File: src/rtl/fir_decimator.sv
// Integrate-and-dump decimator for the fir output stream: sums DECIM samples,
// rounds/scales/saturates the sum and queues results in a small output FIFO.
module fir_decimator #(
  parameter int IN_W  = 16,
  parameter int OUT_W = 8,
  parameter int DECIM = 4,
  parameter int SHIFT = 2,
  parameter int DEPTH = 4
) (
  input  logic                    clock,
  input  logic                    reset,
  input  logic                    in_valid,
  input  logic signed [IN_W-1:0]  in_data,
  output logic                    out_valid,
  input  logic                    out_ready,
  output logic signed [OUT_W-1:0] out_data,
  output logic                    drop,
  output logic                    sat
);

  localparam int ACC_W = IN_W + $clog2(DECIM);
  localparam int SUM_W = ACC_W + 1;
  localparam int PH_W  = $clog2(DECIM);
  localparam int PTR_W = $clog2(DEPTH);
  localparam int CNT_W = PTR_W + 1;

  // Half an output LSB, or zero when no shift is applied.
  localparam logic signed [SUM_W-1:0] RND     = (SUM_W'(1) << SHIFT) >> 1;
  localparam logic signed [SUM_W-1:0] SAT_MAX = {{(SUM_W-OUT_W+1){1'b0}}, {(OUT_W-1){1'b1}}};
  localparam logic signed [SUM_W-1:0] SAT_MIN = ~SAT_MAX;

  logic signed [ACC_W-1:0]  acc;
  logic signed [ACC_W-1:0]  acc_sum;
  logic        [PH_W-1:0]   phase;
  logic                     phase_last;
  logic signed [ACC_W-1:0]  dump;
  logic                     dump_valid;

  logic signed [SUM_W-1:0]  rounded;
  logic signed [SUM_W-1:0]  shifted;
  logic signed [OUT_W-1:0]  scaled;
  logic                     clamp;

  logic        [OUT_W-1:0]  mem [DEPTH];
  logic        [PTR_W-1:0]  rd_ptr;
  logic        [PTR_W-1:0]  wr_ptr;
  logic        [CNT_W-1:0]  count;
  logic                     full;
  logic                     do_read;
  logic                     do_write;

  assign acc_sum    = acc + {{(ACC_W-IN_W){in_data[IN_W-1]}}, in_data};
  assign phase_last = (phase == PH_W'(DECIM - 1));

  always_ff @(posedge clock or negedge reset) begin
    if (!reset) begin
      acc        <= '0;
      phase      <= '0;
      dump       <= '0;
      dump_valid <= 1'b0;
    end else begin
      dump_valid <= 1'b0;
      if (in_valid) begin
        if (phase_last) begin
          dump       <= acc_sum;
          dump_valid <= 1'b1;
          acc        <= '0;
          phase      <= '0;
        end else begin
          acc   <= acc_sum;
          phase <= phase + PH_W'(1);
        end
      end
    end
  end

  // One extra bit keeps the rounding add free of overflow before the shift.
  always_comb begin
    rounded = {dump[ACC_W-1], dump} + RND;
    shifted = rounded >>> SHIFT;
    clamp   = 1'b0;
    scaled  = shifted[OUT_W-1:0];
    if (shifted > SAT_MAX) begin
      scaled = {1'b0, {(OUT_W-1){1'b1}}};
      clamp  = 1'b1;
    end else if (shifted < SAT_MIN) begin
      scaled = {1'b1, {(OUT_W-1){1'b0}}};
      clamp  = 1'b1;
    end
  end

  assign out_valid = (count != '0);
  assign out_data  = out_valid ? mem[rd_ptr] : '0;
  assign full      = (count == CNT_W'(DEPTH));
  assign do_read   = out_valid & out_ready;
  assign do_write  = dump_valid & (~full | do_read);

  always_ff @(posedge clock) begin
    if (do_write) begin
      mem[wr_ptr] <= scaled;
    end
  end

  // A read in the same cycle frees the slot, so a full FIFO still accepts.
  always_ff @(posedge clock or negedge reset) begin
    if (!reset) begin
      rd_ptr <= '0;
      wr_ptr <= '0;
      count  <= '0;
      drop   <= 1'b0;
      sat    <= 1'b0;
    end else begin
      if (do_write) begin
        wr_ptr <= wr_ptr + PTR_W'(1);
      end
      if (do_read) begin
        rd_ptr <= rd_ptr + PTR_W'(1);
      end
      case ({do_write, do_read})
        2'b10:   count <= count + CNT_W'(1);
        2'b01:   count <= count - CNT_W'(1);
        default: count <= count;
      endcase
      drop <= dump_valid & ~do_write;
      if (dump_valid && clamp) begin
        sat <= 1'b1;
      end
    end
  end

endmodule

File: config.mk
export PLATFORM = sky130hd
export DESIGN_NAME = fir_decimator
export DESIGN_NICKNAME = d
export VERILOG_FILES = /design/src/rtl/fir_decimator.sv
export SDC_FILE = /design/constraint.sdc
export NUM_CORES = 1
export LEC_CHECK = 0
export ABC_CLOCK_PERIOD_IN_PS = 2400
export CORE_MARGIN = 2
export CORE_UTILIZATION = 50
export CTS_CLUSTER_SIZE = 30
export DETAILED_ROUTE_END_ITERATION = 7
export GPL_ROUTABILITY_DRIVEN = 1
export PLACE_DENSITY = 0.69
export SKIP_LAST_GASP = 1
export SYNTH_ARGS = -nofsm -noshare
export SYNTH_HDL_FRONTEND = slang
export SYNTH_SLANG_ARGS = --single-unit
export TNS_END_PERCENT = 30
File: constraint.sdc
create_clock -name clock -period 2.4 [get_ports clock]
set_input_delay 0.24 -clock clock [delete_from_list [all_inputs] [get_ports clock]]
set_output_delay 0.24 -clock clock [all_outputs]
set_load 0.01 [all_outputs]
==> impl_metrics.json <==
{
  "end_kind": "flip-flop",
  "grt_max_degree": 48,
  "fillers": 718,
  "cp_max_fo": 3,
  "placementRows": 34,
  "port_buffers": 30,
  "mostFrequentLayoutCell": "buf_4",
  "drtIter0Drc": 97,
  "cts_tree": "done",
  "holdWs_ns": 0.505,
  "firstDrtPassIters": 4,
  "gr-usage-all-layers": 0.208,
  "layout_common_cells": "51 x buf_4, 47 x dfrtp_1, 39 x nand2_1",
  "p_leak_nw": 2.26,
  "cp.required_ns": 2.66,
  "synthFlopType": "dfrtp_1",
  "grt_first_pass_wirelength_mm": 16.2,
  "fin_nets": 542,
  "timing.fmax_mhz": 422,
  "ant_nets": 0,
  "die-area_um2": 9790,
  "total_power_mw": 6.99,
  "synth.avg_cell_area_um2": 10.8,
  "tns_ns": 0,
  "setup_ws_ns": 0.0321,
  "ys_seq_area_frac": 0.474,
  "io_pins": 31,
  "initial_core_util": 0.517,
  "die_x_um": 99.0,
  "fin_crit_ns": 2.37,
  "area_delta_synth_final_pct": 23.1,
  "root_buffer": "clkbuf_8",
  "rsz0062_at_grt": "true",
  "power-per-cell-area_nw_per_um2": 1260,
  "yosysWarnings": 0,
  "clk_pin_slew_ns": 0.09,
  "crit_type": "flip-flop to flip-flop",
  "cts_inserted_buffers": 9,
  "grt_antenna_before_repair": 0,
  "tightestPinTransition_ns": 0.628,
  "ys_ff_latch": 79,
  "cp.arrival_ns": 2.62,
  "finalMaxSlewViolations": 0,
  "routedWlPerCell_um": 15.5,
  "drt-total-wl_mm": 9.47,
  "syn_inst": 417,
  "ir_worst_vdd_v": 0.000548,
  "vias": 3405,
  "min_period_over_period": 0.987,
  "clockBufferDepth": 2,
  "insertion_delay_ns": 0.36,
  "worst_setup_path_start_kind": "flip-flop",
  "antennaDiodeCount": 0,
  "wl_met2_mm": 4.73,
  "synth_edf_count": 32,
  "cts_sinks": 79,
  "h-tree-depth": 3,
  "first_global_vias": 3416,
  "syn_nets": 462,
  "finClkSkew_ns": 0.0147,
  "drv_cap": 0,
  "placed_area_um2": 5250,
  "multiInputGateArea_um2": 2360,
  "drive_gt1_frac": 0.227,
  "regArea_um2": 2140,
  "core_area_um2": 8720,
  "die_height_um": 99.0,
  "place_ws_ns": -0.338,
  "synth-async-reset-ratio": 0.595,
  "hp-class": "flip-flop to flip-flop",
  "viasPerCell": 5.58,
  "setup_viol_count_final": 0,
  "fin_area_um2": 5550,
  "m1WireLength_mm": 4.36,
  "grt_overflow": 0,
  "synth_area_um2": 4510,
  "slew_headroom": 0.581,
  "drc": 0,
  "place_hpwl_mm": 7.07,
  "gp_congestion": 0.851,
  "top_layer": "met4",
  "status": "complete, no violations",
  "finalHoldViolCount": 0,
  "ys_types": 58,
  "dr_wl_met3_um": 259
}
-- final cells by class --
cell class	instances	share of cell area
clock buffers	9	0.0223
clock inverters	7	0.00947
inverters	15	0.0101
multi-input cells	310	0.425
flip-flops and latches	79	0.385
well taps	108	0.0243
repair buffers	82	0.124
-- critical path, stage by stage (launching register included) --
cell and delay [ns]:
dfrtp_1 0.40, ha_1 0.29, a211oi_1 0.33, o21bai_2 0.15
o2111ai_4 0.25, nand3_1 0.10, a21o_1 0.18, or4b_1 0.47
o311ai_1 0.10
-- logic make-up (layout without fill, tap and decap cells) --
group,Yosys count,after routing,share of synthesized area
simple gates,135,135,0.153
compound gates,109,109,0.168
flops,79,79,0.474
buf+inv,28,113,0.0239
fa+ha+maj,25,25,0.0727
xor+xnor,25,25,0.0486
mux,16,16,0.0600
-- metrics by stage --
stage / utilization / instances
global placement: 0.602 / 590
floorplan: - / 417
finish: 0.636 / 610
global route: 0.636 / 610
detailed placement: 0.602 / 590
CTS: 0.624 / 607
-- path summary, 6_finish.rpt --
path,from,end,slack (ns),cells after the start
max,acc[1],acc[17],0.03,8
min,acc[4],acc[4],0.50,1
max reg2reg,acc[1],acc[17],0.03,8
min reg2reg,acc[4],acc[4],0.50,1
max in group asynchronous,reset,sat,1.44,3
min in group asynchronous,reset,dump[3],0.51,3
-- power by group --
part | internal (mW) | leakage (nW) | switching [mW]
combinational | 1.91 | 1.31 | 1.80
clock | 0.384 | 0.0866 | 0.532
sequential | 1.93 | 0.865 | 0.430
total | 4.22 | 2.26 | 2.76
-- synth_stat cells, types with 3 or more instances --
cell type,number,area share
a21o_1,7,0.012
a21oi_1,17,0.019
a31o_2,6,0.012
a31oi_1,7,0.0097
and2_1,14,0.019
and3_1,3,0.0042
clkbuf_1,10,0.0083
dfrtp_1,47,0.26
edfxtp_1,32,0.21
ha_1,23,0.064
inv_1,14,0.012
mux2_2,8,0.020
mux4_2,8,0.040
nand2_1,41,0.034
nand2b_1,9,0.012
nand3_1,10,0.011
nand3b_1,3,0.0050
nand4_1,4,0.0056
nor2_1,22,0.018
nor2b_1,8,0.011
nor3_1,9,0.010
o21a_1,5,0.0083
o21ai_0,24,0.027
o21ai_1,6,0.0067
o2bb2ai_1,7,0.014
o31ai_1,4,0.0067
or3_1,3,0.0042
xnor2_1,17,0.033
xor2_1,8,0.016
-- sequential cells by signal, summed over array words and instances, names as in the netlist --
name / flops
mem: 32
acc: 18
dump: 17
count: 3
phase: 2
rd_ptr: 2
wr_ptr: 2
drop: 1
dump_valid: 1
sat: 1
-- layer usage --
layer | vias to the layer above | global-route usage
li1 | 1700 | -
met2 | 63 | 0.363
met1 | 1632 | 0.267
met3 | 10 | 0.0298
met5 | - | 0
met4 | 0 | 0.0695
-- timing repair --
action | CTS | global route
gates resized for setup | 1 | 17
endpoints found under the setup margin | 21 | 45
hold buffers | 1 | 0
pin swaps | 0 | 3
hold endpoints to repair | 21 | 0
buffers inserted | 0 | 3
Power figures use the tool's default switching activity.
